### src/rtl/n101_tlwidthwidget_up8to32.sv
// TileLink-UL width widget: packs 8-bit A bursts into 32-bit beats and splits 32-bit D beats into bytes.
// Optional size checking enabled by defining N101_TLWW_UP8TO32_SIZE_CHECK_EN.
module n101_tlwidthwidget_up8to32 #(
   parameter int ADDR_W = 30,
   parameter int SRC_W  = 2
) (
   input  logic              clock,
   input  logic              reset,
   output logic              io_in_a_ready,
   input  logic              io_in_a_valid,
   input  logic [2:0]        io_in_a_bits_opcode,
   input  logic [2:0]        io_in_a_bits_param,
   input  logic [2:0]        io_in_a_bits_size,
   input  logic [SRC_W-1:0]  io_in_a_bits_source,
   input  logic [ADDR_W-1:0] io_in_a_bits_address,
   input  logic              io_in_a_bits_mask,
   input  logic [7:0]        io_in_a_bits_data,
   input  logic              io_in_d_ready,
   output logic              io_in_d_valid,
   output logic [2:0]        io_in_d_bits_opcode,
   output logic [1:0]        io_in_d_bits_param,
   output logic [2:0]        io_in_d_bits_size,
   output logic [SRC_W-1:0]  io_in_d_bits_source,
   output logic              io_in_d_bits_sink,
   output logic [1:0]        io_in_d_bits_addr_lo,
   output logic [7:0]        io_in_d_bits_data,
   output logic              io_in_d_bits_error,
   input  logic              io_out_a_ready,
   output logic              io_out_a_valid,
   output logic [2:0]        io_out_a_bits_opcode,
   output logic [2:0]        io_out_a_bits_param,
   output logic [2:0]        io_out_a_bits_size,
   output logic [SRC_W-1:0]  io_out_a_bits_source,
   output logic [ADDR_W-1:0] io_out_a_bits_address,
   output logic [3:0]        io_out_a_bits_mask,
   output logic [31:0]       io_out_a_bits_data,
   output logic              io_out_d_ready,
   input  logic              io_out_d_valid,
   input  logic [2:0]        io_out_d_bits_opcode,
   input  logic [1:0]        io_out_d_bits_param,
   input  logic [2:0]        io_out_d_bits_size,
   input  logic [SRC_W-1:0]  io_out_d_bits_source,
   input  logic              io_out_d_bits_sink,
   input  logic [1:0]        io_out_d_bits_addr_lo,
   input  logic [31:0]       io_out_d_bits_data,
   input  logic              io_out_d_bits_error,
   output logic              io_size_err
);

   localparam logic [1:0] ST_IDLE    = 2'd0;
   localparam logic [1:0] ST_COLLECT = 2'd1;
   localparam logic [1:0] ST_HOLD    = 2'd2;

   localparam logic [2:0] OPC_PUT_FULL = 3'd0;
   localparam logic [2:0] OPC_PUT_PART = 3'd1;
   localparam logic [2:0] OPC_GET      = 3'd4;
   localparam logic [2:0] OPC_ACK_DATA = 3'd1;

   function automatic logic [1:0] clamp_size(input logic [2:0] s);
      return (s > 3'd2) ? 2'd2 : s[1:0];
   endfunction

   function automatic logic [1:0] last_idx(input logic [1:0] s);
      case (s)
         2'd0:    return 2'd0;
         2'd1:    return 2'd1;
         default: return 2'd3;
      endcase
   endfunction

   // Contiguous lane mask of 2^s lanes rotated to start at the given lane.
   function automatic logic [3:0] get_mask(input logic [1:0] s, input logic [1:0] lane);
      logic [3:0] base;
      logic [7:0] dbl;
      case (s)
         2'd0:    base = 4'b0001;
         2'd1:    base = 4'b0011;
         default: base = 4'b1111;
      endcase
      dbl = {base, base} << lane;
      return dbl[7:4];
   endfunction

   logic [1:0]        st_q, st_d;
   logic [1:0]        a_cnt_q, a_cnt_d;
   logic [1:0]        d_cnt_q, d_cnt_d;
   logic [2:0]        opcode_q, opcode_d;
   logic [2:0]        param_q, param_d;
   logic [1:0]        size_q, size_d;
   logic [SRC_W-1:0]  source_q, source_d;
   logic [ADDR_W-1:0] addr_q, addr_d;
   logic [3:0]        mask_q, mask_d;
   logic [31:0]       data_q, data_d;

   logic       a_fire, first_beat;
   logic [1:0] lane, sz;
   logic [1:0] d_lane, d_last_idx;
   logic       d_last;

   assign io_in_a_ready = (st_q != ST_HOLD) | io_out_a_ready;
   assign a_fire        = io_in_a_valid & io_in_a_ready;
   assign first_beat    = (st_q != ST_COLLECT);

   always_comb begin
      st_d     = st_q;
      a_cnt_d  = a_cnt_q;
      opcode_d = opcode_q;
      param_d  = param_q;
      size_d   = size_q;
      source_d = source_q;
      addr_d   = addr_q;
      mask_d   = mask_q;
      data_d   = data_q;
      lane     = 2'd0;
      sz       = 2'd0;
      if (st_q == ST_HOLD && io_out_a_ready) st_d = ST_IDLE;
      if (a_fire) begin
         if (first_beat) begin
            sz       = clamp_size(io_in_a_bits_size);
            lane     = io_in_a_bits_address[1:0];
            opcode_d = io_in_a_bits_opcode;
            param_d  = io_in_a_bits_param;
            size_d   = sz;
            source_d = io_in_a_bits_source;
            addr_d   = io_in_a_bits_address;
            a_cnt_d  = 2'd0;
            if (io_in_a_bits_opcode == OPC_PUT_FULL || io_in_a_bits_opcode == OPC_PUT_PART) begin
               mask_d                     = 4'd0;
               mask_d[lane]               = io_in_a_bits_mask;
               data_d[{lane, 3'b000} +: 8] = io_in_a_bits_data;
               if (last_idx(sz) == 2'd0) begin
                  st_d = ST_HOLD;
               end else begin
                  st_d    = ST_COLLECT;
                  a_cnt_d = 2'd1;
               end
            end else if (io_in_a_bits_opcode == OPC_GET) begin
               mask_d = get_mask(sz, lane);
               data_d = 32'd0;
               st_d   = ST_HOLD;
            end else begin
               mask_d = 4'(io_in_a_bits_mask) << lane;
               data_d = 32'(io_in_a_bits_data) << {lane, 3'b000};
               st_d   = ST_HOLD;
            end
         end else begin
            lane                        = addr_q[1:0] + a_cnt_q;
            mask_d[lane]                = io_in_a_bits_mask;
            data_d[{lane, 3'b000} +: 8] = io_in_a_bits_data;
            if (a_cnt_q == last_idx(size_q)) begin
               st_d    = ST_HOLD;
               a_cnt_d = 2'd0;
            end else begin
               a_cnt_d = a_cnt_q + 2'd1;
            end
         end
      end
   end

   // D path: pure lane selection, only the beat counter is stateful.
   assign d_lane     = io_out_d_bits_addr_lo + d_cnt_q;
   assign d_last_idx = (io_out_d_bits_opcode == OPC_ACK_DATA) ? last_idx(clamp_size(io_out_d_bits_size)) : 2'd0;
   assign d_last     = (d_cnt_q == d_last_idx);

   always_comb begin
      d_cnt_d = d_cnt_q;
      if (io_out_d_valid && io_in_d_ready) d_cnt_d = d_last ? 2'd0 : d_cnt_q + 2'd1;
   end

   assign io_in_d_valid        = io_out_d_valid;
   assign io_in_d_bits_opcode  = io_out_d_bits_opcode;
   assign io_in_d_bits_param   = io_out_d_bits_param;
   assign io_in_d_bits_size    = io_out_d_bits_size;
   assign io_in_d_bits_source  = io_out_d_bits_source;
   assign io_in_d_bits_sink    = io_out_d_bits_sink;
   assign io_in_d_bits_error   = io_out_d_bits_error;
   assign io_in_d_bits_addr_lo = d_lane;
   assign io_in_d_bits_data    = io_out_d_bits_data[{d_lane, 3'b000} +: 8];
   assign io_out_d_ready       = io_in_d_ready & d_last;

   assign io_out_a_valid        = (st_q == ST_HOLD);
   assign io_out_a_bits_opcode  = opcode_q;
   assign io_out_a_bits_param   = param_q;
   assign io_out_a_bits_size    = {1'b0, size_q};
   assign io_out_a_bits_source  = source_q;
   assign io_out_a_bits_address = addr_q;
   assign io_out_a_bits_mask    = mask_q;
   assign io_out_a_bits_data    = data_q;

   always_ff @(posedge clock) begin
      if (reset) begin
         st_q    <= ST_IDLE;
         a_cnt_q <= 2'd0;
         d_cnt_q <= 2'd0;
      end else begin
         st_q    <= st_d;
         a_cnt_q <= a_cnt_d;
         d_cnt_q <= d_cnt_d;
      end
   end

   // Holding register contents are qualified by st_q, so they need no reset.
   always_ff @(posedge clock) begin
      opcode_q <= opcode_d;
      param_q  <= param_d;
      size_q   <= size_d;
      source_q <= source_d;
      addr_q   <= addr_d;
      mask_q   <= mask_d;
      data_q   <= data_d;
   end

`ifdef N101_TLWW_UP8TO32_SIZE_CHECK_EN
   logic err_q, err_d;

   always_comb begin
      err_d = err_q;
      if (a_fire && first_beat && io_in_a_bits_size > 3'd2) err_d = 1'b1;
      if (io_out_d_valid && io_in_d_ready && io_out_d_bits_size > 3'd2) err_d = 1'b1;
   end

   always_ff @(posedge clock) begin
      if (reset) err_q <= 1'b0;
      else       err_q <= err_d;
   end

   assign io_size_err = err_q;
`else
   assign io_size_err = 1'b0;
`endif

endmodule
### config.mk
export PLATFORM = sky130hd
export DESIGN_NAME = n101_tlwidthwidget_up8to32
export DESIGN_NICKNAME = d
export VERILOG_FILES = /design/src/rtl/n101_tlwidthwidget_up8to32.sv
export SDC_FILE = /design/constraint.sdc
export NUM_CORES = 1
export LEC_CHECK = 0
export ABC_AREA = 1
export CAP_MARGIN = 10
export CORE_UTILIZATION = 35
export CTS_CLUSTER_SIZE = 14
export DETAILED_ROUTE_END_ITERATION = 10
export GPL_ROUTABILITY_DRIVEN = 0
export PLACE_DENSITY = 0.74
export SYNTH_ARGS = -nofsm -noshare
export SYNTH_HDL_FRONTEND = slang
export SYNTH_SLANG_ARGS = --single-unit
### constraint.sdc
create_clock -name clock -period 4.9 [get_ports clock]
set_clock_uncertainty 0.05 [all_clocks]
set_input_delay 0.98 -clock clock [delete_from_list [all_inputs] [get_ports clock]]
set_output_delay 0.98 -clock clock [all_outputs]
set_load 0.005 [all_outputs]
Yosys cells after proc, flatten, opt, wreduce, memory -nomap -nowiden

Index checks and enable logic that the tools add are counted.

Register bits: 82
Input bits: 102
Output and inout bits: 104
Logic and storage cells: 96

Add/sub/neg operators: 6
Magnitude comparators: 6
Eq/ne operators: 11
Shift operators: 8
Muxes and demuxes: 40
Bitwise logic cells: 4
Reductions and logical operators: 11

Operator list:

| operator                                                                            | count |
|---|---|
| 32-bit 2-to-1 mux                                                                   | 3 |
| 32-bit bitwise mux                                                                  | 2 |
| 8-bit by 7-bit variable shift with 32-bit output, first input constant              | 2 |
| 8-bit by 7-bit variable part select with 32-bit output                              | 2 |
| 2-bit 2-to-1 mux                                                                    | 17 |
| 32-bit by 6-bit variable part select with 8-bit output                              | 1 |
| 8-bit by 5-bit << shifter with 32-bit output                                        | 1 |
| 4-bit 2-to-1 mux                                                                    | 7 |
| 5-bit negation with 7-bit output                                                    | 2 |
| 2-bit one-hot mux with 2 select lines                                               | 3 |
| 2-bit zero test                                                                     | 4 |
| 4-bit one-hot mux with 2 select lines                                               | 1 |
| 8-bit by 2-bit << shifter with 8-bit output                                         | 1 |
| 2-bit by 1-bit == test with 1-bit output, second input constant                     | 3 |
| 3-bit by 1-bit == test with 1-bit output, second input constant                     | 2 |
| 3-bit by 2-bit greater-than comparator with 1-bit output, second input constant     | 2 |
| 2-bit by 3-bit less-than comparator with 1-bit output, second input constant        | 2 |
| 2-bit by 1-bit adder with 2-bit output, second input constant                       | 2 |
| 2-bit adder                                                                         | 2 |
| 4-bit bitwise AND                                                                   | 1 |
| 4-bit bitwise mux                                                                   | 1 |
| 1-bit demux with 2-bit select                                                       | 2 |
| 2-bit == test                                                                       | 2 |
| 2-bit by 1-bit greater-or-equal comparator with 1-bit output, second input constant | 2 |
| other kinds (12)                                                                    | 19 |

Depth between registers and ports, before layout

Gate-level depths: netlist of the first run.

Depth in word-level cells: 12
Depth in mapped cells: 9
Mapped depth without buffers: 9

Worst setup path after synthesis of the first run

Ideal clock, no wire load.

Path kind: input to register
Start point: input io_out_a_ready
End point: register addr_q[0], in the netlist io_out_a_bits_address[0], enable pin
Setup time: 0.437 ns
Arrival: 2.871 ns
Data required time: 4.413 ns
Slack: 1.542 ns
Cell stages on the path: 4
Path buffers: 0
Cells stage by stage: inv_1 -> nand2_2 -> nand2_4 -> nor2_1

Cells in the longest elaborated chain, start to end: 3

RTL lines:

| what                                 | RTL line | RTL |
|---|---|---|
| start: declaration                   | 28       | `input logic io_out_a_ready,` |
| 1-bit OR                             | 100      | `assign io_in_a_ready = (st_q != ST_HOLD) \| io_out_a_ready;` |
| net io_in_a_ready                    | 9        | `output logic io_in_a_ready,` |
| 1-bit bitwise AND                    | 101      | `assign a_fire = io_in_a_valid & io_in_a_ready;` |
| 2-bit AND reduction (no source line) | n/a      |  |
| end signal: assignment               | 208      | `addr_q <= addr_d;` |
| end: declaration                     | 91       | `logic [ADDR_W-1:0] addr_q, addr_d;` |

The timed path passes the listed nets, and every way through them passes these cells.
A chain may end at the register's enable or synchronous reset.

Worst setup path in the final report of the first run

Start point: input io_out_d_bits_addr_lo[0]
End point: output io_in_d_bits_data[3]

Cells in the longest elaborated chain, start to end: 2

RTL lines:

| what                                                   | RTL line | RTL |
|---|---|---|
| start: declaration                                     | 44       | `input logic [1:0] io_out_d_bits_addr_lo,` |
| 2-bit adder                                            | 161      | `assign d_lane = io_out_d_bits_addr_lo + d_cnt_q;` |
| 32-bit by 6-bit variable part select with 8-bit output | 178      | `assign io_in_d_bits_data = io_out_d_bits_data[{d_lane, 3'b000} +: 8];` |
| end: declaration                                       | 26       | `output logic [7:0] io_in_d_bits_data,` |

Every way passes these cells.

==> results of run 1 <==
[routing by layer]
layer  wire [microns]  track usage, %  part of all wire [%]
met1             4040            19.2                    37
met2             5520            32.0                    51
met5                0               0                     0
met3              871            4.41                   8.0
met4              394            10.0                   3.6
[worst paths after layout]
kind / start / endpoint / slack (ns) / cells past startpoint
max: io_out_d_bits_addr_lo[0] / io_in_d_bits_data[3] / 0.83 / 8
min: st_q[0] / st_q[0] / 0.48 / 2
min reg2reg: st_q[0] / st_q[0] / 0.48 / 2
max reg2reg: io_out_a_bits_address[0] / io_out_a_bits_data[13] / 2.45 / 6
[cells in the mapped netlist, types with 2 or more instances]
master / instances / area share [%]
o21ai_1: 2 / 0.24
edfxtp_1: 76 / 54
nand3_1: 29 / 3.4
o21ai_0: 14 / 1.7
nor2_4: 3 / 0.80
a21oi_1: 14 / 1.7
ha_1: 13 / 3.8
inv_1: 40 / 3.5
o22ai_1: 22 / 3.2
dfxtp_1: 6 / 2.8
buf_4: 18 / 3.2
o21ai_2: 9 / 1.9
o21a_1: 4 / 0.71
or2_2: 8 / 1.2
xor2_1: 3 / 0.62
inv_2: 4 / 0.35
nand2_1: 56 / 5.0
o211ai_1: 11 / 1.9
nand2_4: 3 / 0.80
mux2i_1: 8 / 1.9
buf_2: 2 / 0.24
nor2_1: 23 / 2.0
nor2_2: 2 / 0.30
nand2_2: 2 / 0.30
[cell type report]
type	instances	area, sq um	area share, %
flip-flops and latches	82	2400	37.2
repair buffers	192	1920	29.7
multi-input cells	237	1480	22.9
clock buffers	13	283	4.38
well taps	143	179	2.77
inverters	45	174	2.69
clock inverters	3	18.8	0.291
[through the flow]
stage	area (sq um)	util (%)	hold slack (ns)	cells	setup slack [ns]
after floorplan	4240	-	0.425	387	1.54
after detailed placement	6150	53.0	0.472	699	0.816
after global routing	6450	55.6	0.514	715	0.722
final	6450	55.6	0.482	715	0.827
after global placement	6150	53.0	0.463	699	0.901
after CTS	6450	55.6	0.481	715	0.810
[flip-flops by register name (all words and copies together), names as in the netlist]
name / count
io_out_a_bits_data: 32
d_cnt_q: 2
io_out_a_bits_param: 3
io_out_a_bits_mask: 4
io_out_a_bits_address: 30
st_q: 2
io_out_a_bits_opcode: 3
a_cnt_q: 2
io_out_a_bits_source: 2
size_q: 2
[worst max-delay path, cell delays in order]
cell and delay [ns]:
clkdlybuf4s50_1 0.41, ha_1 0.28, buf_4 0.25, inv_1 0.16, or2_2 0.30, o211ai_1 0.12
o21ai_2 0.08, clkdlybuf4s50_1 0.45
[logic make-up (layout without fill, tap and decap cells)]
kind of cell	after synthesis	count (layout)	share of synthesized area, %
simple gates	131	131	15.3
flops	82	82	56.7
compound gates	79	79	12.7
buf+inv	68	253	8.63
fa+ha+maj	13	13	3.84
mux	8	8	1.89
xor+xnor	4	4	0.827
other cells	1	2	0.0885
[power breakdown]
group | internal [uW] | switching, uW | total [uW]
Clock | 404 | 261 | 665
Sequential | 829 | 16.7 | 846
Combinational | 225 | 183 | 408
==> impl_metrics.toml, run 1 <==
[setup_path]
criticalPathCategory = "in2out"
end_kind = "output pin"
cp_max_fo = 18
arrival_ns = 3.04
cp.required_ns = 3.87
start_kind = "input pin"

[pwr]
finalPower_uw = 1920
p_per_area_mw_per_mm2 = 297
power_leakage_uw = 0.00246
ir_drop_mv = 0.163

[sta]
setup_viol = 0
max-slew-margin-rel_pct = 28.9
fmax_mhz = 245
period_needed_ns = 4.07
finalHoldViolations = 0
setup_tns_ns = 0
maxSlewViolCount = 0
period_share_pct = 83.1
rsz0062_at_grt = "false"
worst_slew_pin_slew_ns = 1.06

[clocking]
cts_made_buffers = 9
cts_setup_buffers = 0
cts.sinks = 82
cts-root-buf = "clkbuf_16"
clkLatencyLatePin_ns = 0.34
clock_path_buffers = 2
ctsResizeCount = 0
htreeDepth = 3
cts_hold_buf = 0
cts_tree = "yes"
clkTransAtPathRegs_ns = 0.06

[logic_synthesis]
ys_warn_count = 0
ys_types = 38
synth.avg_cell_area_sq_um = 11.0
synth_flop_cell = "edfxtp_1"
async_reset_ff_share_pct = 0
synth_edf_count = 76
syn_area_sq_mm = 0.00424
synthCells = 386
ys_ff_latch = 82
yosysSeqAreaShare_pct = 56.7

[drt]
drc = 9
drt_wl_total_microns = 10800
vias_per_cell = 4.98
routedWlPerCell_microns = 15.1
drt_first_pass_iters = 8
vias = 3560
antenna_left = 0
drt_iter0_drc = 216

[final_layout]
fill_cells = 1009
final_common_cell = "clkdlybuf4s50_1"
fin_nets = 682
drive_above_1_share_pct = 9.44
final_cell_mix = "clkdlybuf4s50_1 (191), edfxtp_1 (76), nand2_1 (56), inv_1 (40), nand3_1 (29)"
diodes = 0
area_growth_pct = 52.4

[floorplanning]
num_rows = 39
dieArea_sq_mm = 0.0125
start_util_pct = 36.5
die_y_microns = 112
die_w_microns = 112
fp.coreArea_sq_mm = 0.0116
design.portCount = 206

[global_route]
grt_max_degree = 41
grt_overflow = 0
grt_pass1_vias = 3622
grt_antenna_before_repair = 0
grt_first_pass_wirelength_microns = 17400
grt_usage_pct = 17.9

[place]
hpwl_microns = 8420
io_buffers = 191

[worst_hold_path]
hp-class = "reg2reg"

[flow_run]
drv_cap = 0

[run_status]
violations = "DRC"
status = "finished with violations"
Power figures use the tool's default switching activity.
==> run 2, diff against run 1 <==
--- a/config.mk
+++ b/config.mk
@@ -11,7 +11,7 @@
 export CTS_CLUSTER_SIZE = 14
 export DETAILED_ROUTE_END_ITERATION = 10
 export GPL_ROUTABILITY_DRIVEN = 0
-export PLACE_DENSITY = 0.74
+export PLACE_DENSITY = 0.77
 export SYNTH_ARGS = -nofsm -noshare
 export SYNTH_HDL_FRONTEND = slang
 export SYNTH_SLANG_ARGS = --single-unit
==> constraint.sdc (replaced) <==
create_clock -name clock -period 3.66 [get_ports clock]
set_clock_uncertainty 0.05 [all_clocks]
set_input_delay 0.732 -clock clock [delete_from_list [all_inputs] [get_ports clock]]
set_output_delay 0.732 -clock clock [all_outputs]
set_load 0.005 [all_outputs]
==> run 2 against run 1 <==
Effect of this change: the run still ends with DRC left; critical path depth fell by 1; via count shrank 0.62%; count of clock-buffer cells in the layout shrank 2; worst hold slack got worse by 0.0054 ns; utilization up 0.48 points; critical endpoint is now io_in_d_bits_data[2]; highest routed layer unchanged.
==> impl_metrics.toml, run 2 (synthesis results as in run 1) <==
[drt]
drt_iter0_drc = 251
drc = 10
routedWlPerCell_microns = 15.1
drt_first_pass_iters = 10
vias_per_cell = 4.93
antenna_left = 0
drt_wl_total_microns = 10900
vias = 3538

[worst_hold_path]
hold_depth = 2
holdCritStartpoint = "d_cnt_q[0]"
hp-class = "reg2reg"
worst_hold_path.endpoint = "d_cnt_q[0]"

[setup_path]
r2r-start = "io_out_a_bits_address[0]"
criticalPathCategory = "in2out"
r2r_end = "io_out_a_bits_data[14]"
arrival_ns = 2.55
end_kind = "output pin"
r2r_setup_slack_ns = 1.20
ff2ff_path_depth = 6
cp.required_ns = 2.88
crit_start = "io_out_d_bits_addr_lo[0]"
start_kind = "input pin"
cp_max_fo = 17

[final_layout]
area_growth_pct = 53.7
final_cell_mix = "clkdlybuf4s50_1 (191), edfxtp_1 (76), nand2_1 (56), inv_1 (40), nand3_1 (29)"
fill_cells = 975
drive_above_1_share_pct = 9.74
final_common_cell = "clkdlybuf4s50_1"
diodes = 0
multi_input_comb_area_sq_mm = 0.00148
seq_area_sq_mm = 0.00240
fin_nets = 685
largest_reg_flops = 32

[global_route]
grt_first_pass_wirelength_microns = 17200
grt_pass1_vias = 3537
grt_usage_pct = 17.6
grt_overflow = 0
grt_antenna_before_repair = 0
grt_max_degree = 41

[floorplanning]
dieArea_sq_mm = 0.0125
design.portCount = 206
start_util_pct = 36.5
die_y_microns = 112
num_rows = 39
die_w_microns = 112
fp.coreArea_sq_mm = 0.0116

[pwr]
ir_drop_mv = 0.211
switching_share_pct = 22.6
finalPower_uw = 2690
power_leakage_uw = 0.00249
power.internal_uw = 2080
switchingPower_uw = 609
p_per_area_mw_per_mm2 = 413
pwr-share-comb_pct = 20.5
pwr-share-clk_pct = 37.4
seq_power_share_pct = 42.1

[clocking]
clock_path_buffers = 2
cts_made_buffers = 9
cts_setup_buffers = 0
cts-root-buf = "clkbuf_16"
clkTransAtPathRegs_ns = 0.06
ctsResizeCount = 0
clkLatencyLatePin_ns = 0.33
htreeDepth = 3
cts_tree = "yes"
cts.sinks = 82
cts_hold_buf = 0

[sta]
finalHoldViolations = 0
setup_ws_ns = 0.328
setup_tns_ns = 0
worst_slew_pin_slew_ns = 0.601
fmax_mhz = 300
period_share_pct = 91.0
rsz0062_at_grt = "false"
max-slew-margin-rel_pct = 59.7
hold_slack_ns = 0.477
period_needed_ns = 3.33
maxSlewViolCount = 0
setup_viol = 0

[place]
hpwl_microns = 8480
io_buffers = 191
pre_cts_slack_ns = 0.314

[run_status]
violations = "DRC"
status = "finished with violations"

[flow_run]
drv_cap = 0
run 2: cell count changes in the layout (fill, tap and decap cells not counted):
cell / before / now
buf_4: 1 / 4
bufinv_16: 0 / 3
clkbuf_16: 11 / 9
clkinv_1: 0 / 1
clkinv_2: 2 / 0
run 2: how the worst max path moves through the flow:
| stage | cells past startpoint | to |
|---|---|---|
| 2_1_floorplan | 4 | io_out_a_bits_address[0] |
| 3_3_place_gp | 7 | io_in_d_bits_data[2] |
| 3_5_place_dp | 7 | io_in_d_bits_data[0] |
| 4_1_cts | 7 | io_in_d_bits_data[0] |
| 5_1_grt | 7 | io_in_d_bits_data[0] |
| 6_report | 7 | io_in_d_bits_data[2] |
run 2: power groups by stage:
stage | combinational, uW | sequential, uW | clock [uW]
2_1_floorplan | 229 | 1160 | 0
3_3_place_gp | 536 | 1150 | 0
3_5_place_dp | 548 | 1150 | 0
4_1_cts | 554 | 1130 | 1020
5_1_grt | 594 | 1140 | 1060
6_report | 551 | 1130 | 1000
run 2: routing by layer:
| metal | routed length [microns] | up-vias | GRT usage (%) |
|---|---|---|---|
| li1 | - | 1708 | - |
| met1 | 4030 | 1617 | 19.2 |
| met2 | 5690 | 191 | 32.5 |
| met3 | 891 | 22 | 4.14 |
| met4 | 251 | 0 | 7.11 |
| met5 | 0 | - | 0 |
run 2: per-stage QoR:
step | std cells | instance area (sq um) | util (%)
floorplan | 387 | 4240 | -
global placement | 702 | 6180 | 53.2
detailed placement | 702 | 6180 | 53.2
CTS | 718 | 6510 | 56.1
global route | 718 | 6510 | 56.1
finish | 718 | 6510 | 56.1
run 2: final cells by class:
type,count,area share (%)
clock buffers,11,3.57
clock inverters,5,1.58
inverters,45,2.67
multi-input cells,237,22.7
flip-flops and latches,82,36.9
well taps,143,2.75
repair buffers,195,29.8
run 2: worst max-delay path, cell delays in order:
cell and delay [ns]:
clkdlybuf4s50_1 0.40, ha_1 0.21, or2_4 0.26, nand2_4 0.21, o211ai_1 0.15, o21ai_2 0.07, clkdlybuf4s50_1 0.51
